**src/rtl/mul_div_unit.sv**
```systemverilog
`timescale 1ns/1ps
`default_nettype none
// ============================================================================
//  Module   : mul_div_unit
//  Purpose  : Iterative signed multiply (radix-2 Booth) / divide (restoring)
//             unit producing a 2*DATA_WIDTH result as Z_HI/Z_LO.
//  Options  : MULDIV_DIV_EN - when defined, the divide datapath, the FIX
//             state and div_by_zero are present. When undefined, op=1
//             completes in one cycle with a zero result.
//  Revision : 1.0 - initial release
// ============================================================================
module mul_div_unit #(
    parameter int DATA_WIDTH = 32
) (
    input  logic                  clock,
    input  logic                  clear,
    input  logic                  start,
    input  logic                  op,
    input  logic [DATA_WIDTH-1:0] A,
    input  logic [DATA_WIDTH-1:0] B,
    output logic                  busy,
    output logic                  done,
    output logic [DATA_WIDTH-1:0] Z_HI,
    output logic [DATA_WIDTH-1:0] Z_LO,
    output logic                  div_by_zero
);

    localparam int W  = DATA_WIDTH;
    localparam int CW = $clog2(DATA_WIDTH);

    typedef enum logic [2:0] {
        S_IDLE = 3'd0,
        S_MUL  = 3'd1,
        S_DIV  = 3'd2,
        S_FIX  = 3'd3,
        S_DONE = 3'd4
    } state_t;

    state_t         state_q, state_d;
    logic [CW-1:0]  cnt_q, cnt_d;
    logic [W:0]     acc_q, acc_d;     // Booth accumulator / partial remainder
    logic [W-1:0]   q_q, q_d;         // multiplier Q / dividend-quotient shifter
    logic           qm1_q, qm1_d;     // Booth q-1 bit
    logic [W-1:0]   m_q, m_d;         // multiplicand / |divisor|
    logic           busy_q, busy_d;
    logic           done_q, done_d;
    logic [W-1:0]   zhi_q, zhi_d;
    logic [W-1:0]   zlo_q, zlo_d;

    logic [W:0]     w_sum;
    logic [W:0]     w_acc_sh;
    logic [W-1:0]   w_q_sh;
    logic           w_last;

`ifdef MULDIV_DIV_EN
    logic [W-1:0]   a_q, a_d;         // original dividend, returned on B==0
    logic           sa_q, sa_d;       // sign of dividend
    logic           sb_q, sb_d;       // sign of divisor
    logic           dbz_q, dbz_d;
    logic [W:0]     w_rem_sh;
    logic [W:0]     w_diff;
`endif

    // State and datapath registers, cleared asynchronously
    always_ff @(posedge clock or posedge clear) begin
        if (clear) begin
            state_q <= S_IDLE;
            cnt_q   <= '0;
            acc_q   <= '0;
            q_q     <= '0;
            qm1_q   <= 1'b0;
            m_q     <= '0;
            busy_q  <= 1'b0;
            done_q  <= 1'b0;
            zhi_q   <= '0;
            zlo_q   <= '0;
`ifdef MULDIV_DIV_EN
            a_q     <= '0;
            sa_q    <= 1'b0;
            sb_q    <= 1'b0;
            dbz_q   <= 1'b0;
`endif
        end else begin
            state_q <= state_d;
            cnt_q   <= cnt_d;
            acc_q   <= acc_d;
            q_q     <= q_d;
            qm1_q   <= qm1_d;
            m_q     <= m_d;
            busy_q  <= busy_d;
            done_q  <= done_d;
            zhi_q   <= zhi_d;
            zlo_q   <= zlo_d;
`ifdef MULDIV_DIV_EN
            a_q     <= a_d;
            sa_q    <= sa_d;
            sb_q    <= sb_d;
            dbz_q   <= dbz_d;
`endif
        end
    end

    // Next-state, iteration datapath and result capture
    always_comb begin
        state_d = state_q;
        cnt_d   = cnt_q;
        acc_d   = acc_q;
        q_d     = q_q;
        qm1_d   = qm1_q;
        m_d     = m_q;
        busy_d  = busy_q;
        done_d  = 1'b0;
        zhi_d   = zhi_q;
        zlo_d   = zlo_q;
        w_last  = (cnt_q == CW'(W - 1));

        // Booth step: add/subtract sign-extended multiplicand, then an
        // arithmetic shift right of {acc, Q, q-1}. The extra accumulator
        // bit keeps MIN*MIN exact.
        w_sum = acc_q;
        case ({q_q[0], qm1_q})
            2'b01:   w_sum = acc_q + {m_q[W-1], m_q};
            2'b10:   w_sum = acc_q - {m_q[W-1], m_q};
            default: w_sum = acc_q;
        endcase
        w_acc_sh = {w_sum[W], w_sum[W:1]};
        w_q_sh   = {w_sum[0], q_q[W-1:1]};

`ifdef MULDIV_DIV_EN
        a_d   = a_q;
        sa_d  = sa_q;
        sb_d  = sb_q;
        dbz_d = dbz_q;
        // Restoring step: shift next dividend bit into the remainder and
        // subtract the divisor when it fits (no borrow out of bit W).
        w_rem_sh = {acc_q[W-1:0], q_q[W-1]};
        w_diff   = w_rem_sh - {1'b0, m_q};
`endif

        case (state_q)
            S_IDLE: begin
                if (start) begin
                    busy_d = 1'b1;
                    cnt_d  = '0;
                    acc_d  = '0;
                    qm1_d  = 1'b0;
`ifdef MULDIV_DIV_EN
                    dbz_d  = 1'b0;
`endif
                    if (!op) begin
                        state_d = S_MUL;
                        q_d     = B;
                        m_d     = A;
                    end else begin
                        state_d = S_DIV;
`ifdef MULDIV_DIV_EN
                        q_d  = A[W-1] ? (~A + 1'b1) : A;
                        m_d  = B[W-1] ? (~B + 1'b1) : B;
                        a_d  = A;
                        sa_d = A[W-1];
                        sb_d = B[W-1];
`endif
                    end
                end
            end
            S_MUL: begin
                acc_d = w_acc_sh;
                q_d   = w_q_sh;
                qm1_d = q_q[0];
                cnt_d = cnt_q + 1'b1;
                if (w_last) begin
                    state_d = S_DONE;
                    done_d  = 1'b1;
                    zhi_d   = w_acc_sh[W-1:0];
                    zlo_d   = w_q_sh;
                end
            end
            S_DIV: begin
`ifdef MULDIV_DIV_EN
                if (m_q == '0) begin
                    state_d = S_DONE;
                    done_d  = 1'b1;
                    zlo_d   = '1;
                    zhi_d   = a_q;
                    dbz_d   = 1'b1;
                end else begin
                    acc_d = w_diff[W] ? w_rem_sh : w_diff;
                    q_d   = {q_q[W-2:0], ~w_diff[W]};
                    cnt_d = cnt_q + 1'b1;
                    if (w_last) begin
                        state_d = S_FIX;
                    end
                end
`else
                state_d = S_DONE;
                done_d  = 1'b1;
                zhi_d   = '0;
                zlo_d   = '0;
`endif
            end
`ifdef MULDIV_DIV_EN
            S_FIX: begin
                // Truncating division: quotient sign is the XOR of operand
                // signs, remainder follows the dividend.
                state_d = S_DONE;
                done_d  = 1'b1;
                zlo_d   = (sa_q ^ sb_q) ? (~q_q + 1'b1) : q_q;
                zhi_d   = sa_q ? (~acc_q[W-1:0] + 1'b1) : acc_q[W-1:0];
            end
`endif
            S_DONE: begin
                state_d = S_IDLE;
                busy_d  = 1'b0;
            end
            default: begin
                state_d = S_IDLE;
                busy_d  = 1'b0;
            end
        endcase
    end

    assign busy = busy_q;
    assign done = done_q;
    assign Z_HI = zhi_q;
    assign Z_LO = zlo_q;
`ifdef MULDIV_DIV_EN
    assign div_by_zero = dbz_q;
`else
    assign div_by_zero = 1'b0;
`endif

endmodule
`default_nettype wire

```
**config.mk**
```make
export PLATFORM = sky130hd
export DESIGN_NAME = mul_div_unit
export DESIGN_NICKNAME = d
export VERILOG_FILES = /design/src/rtl/mul_div_unit.sv
export SDC_FILE = /design/constraint.sdc
export NUM_CORES = 1
export LEC_CHECK = 0
export ABC_AREA = 1
export CORE_MARGIN = 2
export CORE_UTILIZATION = 49
export DETAILED_ROUTE_END_ITERATION = 8
export PLACE_DENSITY = 0.81
export SETUP_SLACK_MARGIN = 0.4
export SLEW_MARGIN = 25
export SYNTH_ARGS = -nofsm -noshare
export SYNTH_HDL_FRONTEND = slang
export SYNTH_SLANG_ARGS = --single-unit
```
**constraint.sdc**
```tcl
create_clock -name clock -period 8.35 [get_ports clock]
set_input_delay 1.67 -clock clock [delete_from_list [all_inputs] [get_ports clock]]
set_output_delay 1.67 -clock clock [all_outputs]
set_load 0.02 [all_outputs]
```
==> Implementation_results.wiki, run 1 <==
{| class="wikitable"
! Metric !! Value
|-
| Total detailed-routing wirelength || approximately 28 mm
|-
| Worst hold path type || flop to flop
|-
| Longest individual stage delay on the worst path || 0.57 ns
|-
| Clock buffers created by TritonCTS || 17
|-
| Data arrival at the endpoint of the critical path || 4.17 ns
|-
| Sequential area share after synthesis || 0.429
|-
| Quantity of I/O buffers inserted on ports || between 100 and 150
|-
| Die Width || between 100 and 150 um
|-
| Final hold violation count || 0
|-
| Initial cell density of the core || 0.497
|-
| Req. time, crit path || just under 9 ns
|-
| Total setup violations reported at the end of the flow || 0
|-
| Total track usage || 0.259
|-
| Leakage || roughly 5.8 nW
|-
| Total instance count after detailed placement || 1630
|-
| Number of remaining DRC errors || 0
|-
| Final ANT Viol Nets || 0
|-
| Number of antenna violations at the first check in global routing || 0
|-
| Most frequent cells in the layout || nand2_1, dfrtp_1, clkdlybuf4s50_1, nor2_1, inv_1
|-
| Final Skew || between 0.015 and 0.02 ns
|-
| Core Area || just over 20000 um^2
|-
| Unrepaired setup endpoints after global routing || false
|-
| Detailed Route Iter0 Violations || ~900
|-
| Boundary Pins || between 100 and 150
|-
| Layout net count || between 1000 and 1500
|-
| Number of flops mapped to enable cells by yosys || 0
|-
| Largest driver fanout on the critical path || 18
|-
| Met3 capacity usage during global routing || 0.0540
|-
| Critical path capture point type || flop
|-
| Drt via density || ~5.6
|-
| H-tree levels || 4
|-
| Mean cell area of the mapped netlist || ~7.8 um^2
|-
| Post-cts repair resize count || 0
|-
| Gr ovfl total || 0
|-
| Power per standard cell area || 491 nW/um^2
|-
| Crit path buf inv count || 2
|-
| Async SR Flop Fraction || 1.00
|-
| Worst flop-to-flop path startpoint || qm1_q
|-
| Status || completed
|-
| Period utilization || 0.459
|-
| Final Non-Filler Cells || approximately 1700
|-
| Layout fillers || about 1700
|-
| Setup bufs post-CTS || 0
|-
| Top flip-flop cell by instance count after synthesis || dfrtp_1
|-
| Min Hold Slack || 0.481 ns
|-
| GR met1 Demand/Resource || 0.336
|-
| Max-slew violations || 0
|-
| WL per Instance || 16.6 um
|-
| Synthesized netlist cell count || 1272
|-
| Slew at the pin closest to its max-slew limit || approximately 0.93 ns
|-
| Total area of multi-input combinational cells || ~5000 um^2
|-
| Total number of yosys warnings || 0
|-
| Reported max-cap violation count || 0
|-
| CTS tree || yes
|-
| Via count of the first global-routing pass || between 9000 and 10000
|-
| Overall die area || around 22000 um^2
|-
| Fmax || about 0.26 GHz
|-
| Layout area overhead || 21.3%
|-
| Post-route worst setup slack || between 4 and 5 ns
|-
| Global routing met2 resource utilization || 0.425
|-
| Worst skew pair latency || about 0.45 ns
|-
| Final HPWL DP || between 15 and 20 mm
|-
| Clk root buf || clkbuf_16
|-
| Share of layout cells above drive strength 1 || 0.0797
|-
| Worst slack, placed || 4.52 ns
|-
| Startpoint types || flop
|-
| Maximum count of clock buffers along a single path || 2
|-
| Count of hold buffers inserted by post-cts repair || 0
|-
| Max-Slew Margin vs Limit || 0.382
|-
| GPL Wtd Cong || 1.01
|-
| Clock net sink count || 171
|-
| Summed negative setup slack over all endpoints || 0 ns
|-
| Total via count in the routed design || slightly above 9000
|-
| Post-synth net total || roughly 1400
|-
| Pin count of the biggest net entering global routing || between 100 and 150
|-
| Router iterations before antenna repair || 5
|-
| Clock edge transition at the registers on the reported setup and hold paths || ~0.070 ns
|-
| Source of the worst hold timing path || Z_HI[16]
|-
| CP max-delay cell || ha_1
|-
| Register area || ~4300 um^2
|-
| Worst IR drop on VDD || 0.259 mV
|-
| Commonest non-fill, non-tap cell in the layout || nand2_1
|-
| Register bit total from synthesis || roughly 170
|-
| Path type of the worst setup path || flop to flop
|-
| Number of cell rows || 52
|-
| Antenna diode count || 0
|-
| Launching element of the worst setup path || qm1_q
|-
| Cell class contributing the biggest share of worst-path delay || simple AND/OR/NAND/NOR gates
|-
| List of cells traversed by the critical path || inv_1 -> ha_1 -> inv_1 -> nand2_1 -> o21ai_0 -> nor2_1 -> xor2_1 -> ha_1 -> a21oi_1 -> o21ai_0 -> a21o_1 -> nor2_1 -> nand2_1 -> nand2_1 -> nand3_1 -> nand3_1 -> nand2_1
|-
| Wire length of the first global-routing pass || 45.1 mm
|-
| Most common cell type on the critical path || nand2_1
|-
| Die Y-Extent || roughly 150 um
|-
| Final worst path period need || about 3.8 ns
|-
| Post-synthesis cell area || roughly 10000 um^2
|-
| GRT Max-Usage Layer || met2
|-
| Number of library cell types mapped by synthesis || 54
|}
[per-layer routing]
| metal | wire, um | part of all wire | vias to the layer above |
|---|---|---|---|
| li1 | - | - | 4430 |
| met1 | 11700 | 0.43 | 4375 |
| met4 | 972 | 0.035 | 0 |
| met3 | 1910 | 0.070 | 82 |
| met5 | 0 | 0 | - |
| met2 | 12900 | 0.47 | 371 |
[registers in the layout, indices dropped and copies added, names as in the netlist]
register  cells
Z_HI         32
qm1_q         1
busy          1
done          1
m_q          32
acc_q        32
cnt_q         5
state_q       3
q_q          32
Z_LO         32
[layout make-up]
type	count	area share
Multi-Input combinational cell	909	0.409
Inverter	140	0.0443
Timing Repair Buffer	140	0.114
Tap cell	270	0.0279
Clock inverter	15	0.0165
Clock buffer	17	0.0351
Sequential cell	171	0.353
[worst reg2reg max path, delay by kind of cell (launching register included)]
| kind | cells | cell delay [ns] |
|---|---|---|
| adders and majority gates | 2 | 0.89 |
| AOI/OAI and AO/OA | 4 | 0.83 |
| xor gates and xnor gates | 1 | 0.17 |
| buffers and inverters | 2 | 0.58 |
| DFF | 1 | 0.37 |
| and+or+nand+nor | 8 | 0.90 |
[logic make-up (layout without fill, tap and decap cells)]
kind of cell,Yosys count,after routing,synth area share
simple gates,589,589,0.256
compound gates,239,239,0.150
buf+inv,192,312,0.0778
flops,171,171,0.429
fa+ha+maj,37,37,0.0471
xor+xnor,33,33,0.0289
mux,10,10,0.0110
other cells,1,1,0.000376
[Yosys cell counts, types with 3 or more instances]
library cell | instances | area share
o22ai_1 | 34 | 0.021
ha_1 | 36 | 0.045
nor2_2 | 6 | 0.0038
inv_2 | 11 | 0.0041
nor4_1 | 3 | 0.0019
mux2_2 | 8 | 0.0090
nand2_2 | 6 | 0.0038
clkbuf_1 | 29 | 0.011
nor3_1 | 39 | 0.020
a21o_1 | 5 | 0.0038
a32o_1 | 31 | 0.031
o21ai_1 | 26 | 0.013
xor2_1 | 32 | 0.028
o21bai_1 | 7 | 0.0053
o211ai_1 | 4 | 0.0030
a21oi_1 | 68 | 0.034
o21ai_0 | 49 | 0.025
nand2_1 | 285 | 0.11
nand4_1 | 7 | 0.0044
nor2_4 | 4 | 0.0045
or2_2 | 13 | 0.0081
nand3_2 | 3 | 0.0030
buf_2 | 17 | 0.0085
a21oi_2 | 3 | 0.0026
nor2_1 | 133 | 0.050
nand3_1 | 77 | 0.039
o21ai_2 | 4 | 0.0035
inv_1 | 127 | 0.048
nand3b_1 | 3 | 0.0023
dfrtp_1 | 171 | 0.43
[metrics by stage]
step	instance area [um^2]	total power, W	utilization
5_1_grt	12100	0.00644	0.603
3_3_place_gp	11500	0.00494	0.571
6_report	12100	0.00595	0.603
2_1_floorplan	9980	0.00404	-
4_1_cts	12100	0.00590	0.602
3_5_place_dp	11500	0.00504	0.571
[path summary, 6_finish.rpt]
kind                                  end  slack (ns)  cells after the start
worst max-delay path            acc_q[26]        4.51                     17
worst min-delay path             Z_HI[16]        0.48                      2
worst max register to register  acc_q[26]        4.51                     17
worst min register to register   Z_HI[16]        0.48                      2
max in group asynchronous        cnt_q[0]        5.24                      3
min in group asynchronous         Z_HI[5]        1.76                      2
[power by group]
group	internal (W)	leakage (nW)	total (W)	switching (W)
sequential	0.00115	2.12	0.00142	0.000269
combinational	0.00130	3.41	0.00369	0.00239
clock	0.000416	0.300	0.000837	0.000420
(Power assumes the default switching activity.)
==> inputs of run 2 (changes only) <==
- PLACE_DENSITY: 0.81 -> 0.84
- clock period: 8.35 -> 3.3 ns (I/O delays scaled with it)
==> run 2 against run 1 <==
Compared with the run above:
- the run now ends with negative setup slack left
- utilization rose by 8.4 points
- non-clock buffer count up 77
- die area unchanged
- register-to-register slack lost 4.6 ns
- worst setup slack got worse by 4.6 ns
- design area is 14% higher
- final cell count rose by 4.6%
- hold slack worse by 0.0082 ns
- clock-buffer cell count unchanged
- highest routed layer unchanged
- clock skew decreased by 0.0033 ns
- first-iteration DRC count rose by 15%
==> Implementation_results.wiki, run 2 (synthesis gave the netlist of run 1 again) <==
{| class="wikitable"
! Metric !! Value
|-
| Data arrival at the endpoint of the critical path || 3.75 ns (was 4.17 ns)
|-
| Fmax || 0.293 GHz (was 0.261 GHz)
|-
| Most frequent cells in the layout || nand2_1, dfrtp_1, clkdlybuf4s50_1, inv_1, nor2_1 (was nand2_1, dfrtp_1, clkdlybuf4s50_1, nor2_1, inv_1)
|-
| Router iterations before antenna repair || 6 (was 5)
|-
| Die Width || 147 um (unchanged)
|-
| Share of layout cells above drive strength 1 || 0.248 (was 0.0797)
|-
| Worst slack, placed || -0.0749 ns (was 4.52 ns)
|-
| Initial cell density of the core || 0.497 (unchanged)
|-
| Clock edge transition at the registers on the reported setup and hold paths || 0.08 ns (was 0.07 ns)
|-
| Period utilization || 1.03 (was 0.459)
|-
| Critical path capture point type || flop (unchanged)
|-
| Wire length of the first global-routing pass || 49.5 mm (was 45.1 mm)
|-
| Quantity of I/O buffers inserted on ports || 133 (unchanged)
|-
| Pin count of the biggest net entering global routing || 84 (was 107)
|-
| Layout fillers || 1389 (was 1747)
|-
| Total via count in the routed design || 10015 (was 9258)
|-
| Number of antenna violations at the first check in global routing || 0 (unchanged)
|-
| Die Y-Extent || 147 um (unchanged)
|-
| Reported max-cap violation count || 0 (unchanged)
|-
| Worst skew pair latency || 0.44 ns (was 0.45 ns)
|-
| Total setup violations reported at the end of the flow || 26 (was 0)
|-
| Largest driver fanout on the critical path || 5 (was 18)
|-
| Detailed Route Iter0 Violations || 1061 (was 922)
|-
| Layout net count || 1561 (was 1484)
|-
| Antenna diode count || 0 (unchanged)
|-
| Total detailed-routing wirelength || 32.3 mm (was 27.5 mm)
|-
| Final worst path period need || 3.41 ns (was 3.84 ns)
|-
| GPL Wtd Cong || 0.943 (was 1.01)
|-
| Drt via density || 5.76 (was 5.57)
|-
| Gr ovfl total || 0 (unchanged)
|-
| Clock net sink count || 171 (unchanged)
|-
| Clock buffers created by TritonCTS || 17 (unchanged)
|-
| Violated checks || negative setup slack
|-
| Boundary Pins || 135 (unchanged)
|-
| Core Area || 20100 um^2 (unchanged)
|-
| Final Skew || 0.0130 ns (was 0.0163 ns)
|-
| Path type of the worst setup path || flop to flop (unchanged)
|-
| Unrepaired setup endpoints after global routing || true (was false)
|-
| Req. time, crit path || 3.64 ns (was 8.68 ns)
|-
| Startpoint types || flop (unchanged)
|-
| Slew at the pin closest to its max-slew limit || 1.03 ns (was 0.927 ns)
|-
| Maximum count of clock buffers along a single path || 2 (unchanged)
|-
| H-tree levels || 4 (unchanged)
|-
| Number of remaining DRC errors || 0 (unchanged)
|-
| Count of hold buffers inserted by post-cts repair || 0 (unchanged)
|-
| Post-route worst setup slack || -0.111 ns (was 4.51 ns)
|-
| Global routing met2 resource utilization || 0.474 (was 0.425)
|-
| Max-slew violations || 0 (unchanged)
|-
| GR met1 Demand/Resource || 0.372 (was 0.336)
|-
| Worst hold path type || flop to flop (unchanged)
|-
| Layout area overhead || 38.2% (was 21.3%)
|-
| Total track usage || 0.286 (was 0.259)
|-
| Final ANT Viol Nets || 0 (unchanged)
|-
| Number of cell rows || 52 (unchanged)
|-
| CTS tree || yes (unchanged)
|-
| Overall die area || 21500 um^2 (unchanged)
|-
| Final HPWL DP || 21.3 mm (was 19.8 mm)
|-
| WL per Instance || 18.6 um (was 16.6 um)
|-
| Commonest non-fill, non-tap cell in the layout || nand2_1 (unchanged)
|-
| Final hold violation count || 0 (unchanged)
|-
| Met3 capacity usage during global routing || 0.0584 (was 0.0540)
|-
| Max-Slew Margin vs Limit || 0.312 (was 0.382)
|-
| Clk root buf || clkbuf_16 (unchanged)
|-
| GRT Max-Usage Layer || met2 (unchanged)
|-
| Status || complete, but fails checks (was completed)
|-
| Via count of the first global-routing pass || 9761 (was 9073)
|}
## run 2: cell count changes in the layout (fill, tap and decap cells not counted), moves of 10 or more
cell and delta:
a21oi_1 -28, a21oi_2 +23, buf_4 +68, ha_1 -25
ha_4 +20, nand2_1 -36, nand2_2 +32, nand3_1 -21
nand3_2 +19, nor2_1 -22, nor2_4 +13, o21ai_0 -14
o21ai_2 +10
## run 2: cell type report
class	count	area [um^2]	share of cell area
Clock buffer	17	425	0.0308
Clock inverter	15	211	0.0153
Inverter	140	533	0.0386
Multi-Input combinational cell	909	5980	0.433
Sequential cell	171	4280	0.310
Tap cell	270	338	0.0245
Timing Repair Buffer	217	2030	0.147
## run 2: timing repair
action	in CTS	in global routing
pin swaps	54	62
setup buffers	24	25
endpoints found under the setup margin	48	52
resized for setup	129	107
## run 2: worst max-delay path, stage by stage, from the launching register on
cell     delay (ns)
dfrtp_1        0.42
inv_2          0.13
ha_4           0.16
nand3_4        0.08
nor2_4         0.18
nand3_4        0.10
nor2_4         0.12
nand2_2        0.08
o21ai_4        0.23
nand2_1        0.11
xor2_1         0.21
inv_2          0.11
ha_4           0.31
nand4_1        0.13
buf_6          0.17
nor3_2         0.12
a21oi_2        0.08
buf_4          0.13
nand3_2        0.07
nand3_1        0.06
nand2_1        0.10
nand2_1        0.07
nand2_1        0.06
nand2_1        0.06
## run 2: final timing paths
path,cells past startpoint,startpoint,end,slack [ns]
worst min-delay path,2,Z_HI[12],Z_HI[12],0.47
worst max-delay path,23,m_q[0],acc_q[31],-0.11
max in group asynchronous,3,clear,acc_q[24],1.95
worst min register to register,2,Z_HI[12],Z_HI[12],0.47
min in group asynchronous,2,clear,acc_q[1],0.50
worst max register to register,23,m_q[0],acc_q[31],-0.11
## run 2: metrics by stage
stage               utilization  std cells  area [um^2]  hold slack (ns)  TNS [ns]
detailed placement        0.583       1658        11700            0.465    -0.343
finish                    0.686       1739        13800            0.473     -1.52
global route              0.686       1739        13800            0.511     -5.89
CTS                       0.652       1714        13100            0.484         0
global placement          0.583       1658        11700            0.464    -0.137
floorplan                     -       1272         9990            0.470         0
## run 2: per-layer routing
layer  wire length, um  share of wire
met5                 0              0
met4              1140          0.035
met3              2540          0.079
met2             15900           0.49
met1             12700           0.39
Power of run 2 is not shown: default switching activity piles up to over one toggle a cycle in this logic, so the estimate is an artifact.
==> inputs of run 3 (changes only) <==
- GPL_TIMING_DRIVEN: unset -> 0
==> run 3 against run 2 <==
Compared with the run above:
- the flow still finishes with violations (negative setup slack)
- sequential share of layout area shrank 0.41 points
- design area up 1.3%
- via count increased by 1.5%
- clock skew about the same
- utilization increased by 0.90 points
- global-route usage grew 1.9 points
- largest cell class unchanged
- sequential cell count stayed put
- first-iteration DRC count is 15% lower
- hold slack better by 0.0092 ns
- critical path depth shrank 1
- final cell count up 0.86%
- clock-buffer cell count did not move
==> Implementation_results.wiki, run 3 (synthesis gave the netlist of run 1 again) <==
{| class="wikitable"
! Metric !! Value
|-
| Number of remaining DRC errors || 0 (unchanged)
|-
| WL per Instance || 19.3 um (was 18.6 um)
|-
| Max-Slew Margin vs Limit || 0.429 (was 0.312)
|-
| Die Width || 147 um (unchanged)
|-
| Boundary Pins || 135 (unchanged)
|-
| Launching element of the worst setup path || m_q[1] (was m_q[0])
|-
| Routed met2 length || 16.4 mm (was 15.9 mm)
|-
| Core Area || 20100 um^2 (unchanged)
|-
| Clock buffers created by TritonCTS || 17 (unchanged)
|-
| Worst skew pair latency || 0.44 ns (about the same)
|-
| Overall die area || 21500 um^2 (unchanged)
|-
| Layout net count || 1576 (was 1561)
|-
| Largest driver fanout on the critical path || 4 (was 5)
|-
| Router iterations before antenna repair || 6 (unchanged)
|-
| Layout fillers || 1436 (was 1389)
|-
| Die Y-Extent || 147 um (unchanged)
|-
| Worst reg2reg setup slack || -0.04 ns (was -0.11 ns)
|-
| Critical path capture point type || flop (unchanged)
|-
| Register area || 4280 um^2 (about the same)
|-
| Total instance count after detailed placement || 1681 (was 1658)
|-
| End of the critical path || acc_q[22] (was acc_q[31])
|-
| Final HPWL DP || 23.9 mm (was 21.3 mm)
|-
| End of the worst register-to-register path || acc_q[22] (was acc_q[31])
|-
| GPL Wtd Cong || 0.968 (was 0.943)
|-
| Top Layer Used || met4 (unchanged)
|-
| Routed metal-1 wirelength || 13.4 mm (was 12.7 mm)
|-
| Post-route worst setup slack || -0.0398 ns (was -0.111 ns)
|-
| Violated checks || negative setup slack (unchanged)
|-
| Path type of the worst setup path || flop to flop (unchanged)
|-
| Slew at the pin closest to its max-slew limit || 0.857 ns (was 1.03 ns)
|-
| Pin count of the biggest net entering global routing || 33 (was 84)
|-
| Most frequent cells in the layout || nand2_1, dfrtp_1, clkdlybuf4s50_1, inv_1, nor2_1 (unchanged)
|-
| Total detailed-routing wirelength || 33.8 mm (was 32.3 mm)
|-
| Via count of the first global-routing pass || 9922 (was 9761)
|-
| Data arrival at the endpoint of the critical path || 3.65 ns (was 3.75 ns)
|-
| Final hold violation count || 0 (unchanged)
|-
| Final Non-Filler Cells || 1754 (was 1739)
|-
| Worst hold path type || flop to flop (unchanged)
|-
| Worst flop-to-flop path startpoint || m_q[1] (was m_q[0])
|-
| CTS tree || yes (unchanged)
|-
| Total track usage || 0.305 (was 0.286)
|-
| Total area of multi-input combinational cells || 6160 um^2 (was 5980 um^2)
|-
| Wire length of the first global-routing pass || 51.8 mm (was 49.5 mm)
|-
| Reported max-cap violation count || 0 (unchanged)
|-
| Final worst path period need || 3.34 ns (was 3.41 ns)
|-
| Layout area overhead || 40.0% (was 38.2%)
|-
| Commonest non-fill, non-tap cell in the layout || nand2_1 (unchanged)
|-
| Detailed Route Iter0 Violations || 904 (was 1061)
|-
| Min Hold Slack || 0.482 ns (was 0.473 ns)
|-
| Total via count in the routed design || 10161 (was 10015)
|-
| Gr ovfl total || 0 (unchanged)
|-
| Drt via density || 5.79 (was 5.76)
|-
| Req. time, crit path || 3.61 ns (was 3.64 ns)
|-
| Antenna diode count || 0 (unchanged)
|-
| Clock edge transition at the registers on the reported setup and hold paths || 0.08 ns (about the same)
|-
| Total setup violations reported at the end of the flow || 2 (was 26)
|-
| Period utilization || 1.01 (was 1.03)
|-
| Number of cell rows || 52 (unchanged)
|-
| Final Skew || 0.0134 ns (was 0.0130 ns)
|-
| Quantity of I/O buffers inserted on ports || 133 (unchanged)
|-
| Startpoint types || flop (unchanged)
|-
| Initial cell density of the core || 0.497 (unchanged)
|-
| Worst slack, placed || -0.417 ns (was -0.0749 ns)
|-
| Number of antenna violations at the first check in global routing || 0 (unchanged)
|-
| Max-slew violations || 0 (unchanged)
|-
| Fmax || 0.299 GHz (was 0.293 GHz)
|-
| Final ANT Viol Nets || 0 (unchanged)
|-
| Maximum count of clock buffers along a single path || 2 (unchanged)
|-
| Status || complete, but fails checks (unchanged)
|-
| H-tree levels || 4 (unchanged)
|-
| Met3 Routed Length || 2.53 mm (was 2.54 mm)
|-
| Cell count of the worst reg-to-reg path || 22 (was 23)
|-
| Unrepaired setup endpoints after global routing || true (unchanged)
|-
| Share of layout cells above drive strength 1 || 0.248 (about the same)
|-
| Clk root buf || clkbuf_16 (unchanged)
|-
| Clock net sink count || 171 (unchanged)
|}
==> run 3: worst max-delay path, cell delays in order, from the launching register on <==
cell and delay, ns:
dfrtp_1 0.39, inv_2 0.10, nand3_2 0.11, nor3_4 0.22
nand3_2 0.13, inv_2 0.09, nand2_2 0.07, nor2_4 0.11
nor2_1 0.08, xor2_1 0.17, ha_2 0.39, buf_4 0.13
nand2_4 0.07, nor2_4 0.13, inv_2 0.07, nor3_2 0.13
nand2_1 0.13, nand2_2 0.13, nand2_1 0.08, nand3_1 0.10
nand3_2 0.15, nand3_2 0.12, o21ai_1 0.09
==> run 3: routing by layer <==
metal  track usage  vias to the layer above
met3        0.0568                       99
met2         0.513                      489
li1              -                     4622
met1         0.388                     4951
met4         0.127                        0
met5             0                        -
==> run 3: stage by stage <==
stage	util	setup TNS [ns]	instance area (um^2)
global route	0.695	-2.72	14000
detailed placement	0.587	-4.36	11800
finish	0.695	-0.0644	14000
CTS	0.667	0	13400
global placement	0.580	-154.97	11700
floorplan	-	0	9990
==> run 3: worst min path at each step <==
stage	startpoint	end	slack, ns	depth (start not counted)
after floorplan	acc_q[23]	acc_q[23]	0.47	2
after global placement	Z_HI[26]	Z_HI[26]	0.46	2
after detailed placement	Z_HI[19]	Z_HI[19]	0.47	2
after CTS	Z_HI[31]	Z_HI[31]	0.48	2
after global routing	Z_HI[24]	Z_HI[24]	0.52	2
final	Z_HI[31]	Z_HI[31]	0.48	2
==> run 3: final cells by class <==
class | count | area share
buffer | 52 | 0.0186
clock buffer | 17 | 0.0304
clock inverter | 15 | 0.0141
inverter | 140 | 0.0384
multi-input combinational | 909 | 0.440
sequential | 171 | 0.306
tap | 270 | 0.0242
timing repair buffer | 180 | 0.128
==> run 3: timing repair <==
action / in CTS / in global routing
endpoints found under the setup margin: 56 / 52
pin swaps: 54 / 50
hold buffers: 0 / 0
gates resized for setup: 167 / 113
setup buffers: 29 / 12
Power of run 3 is left out for the same reason.
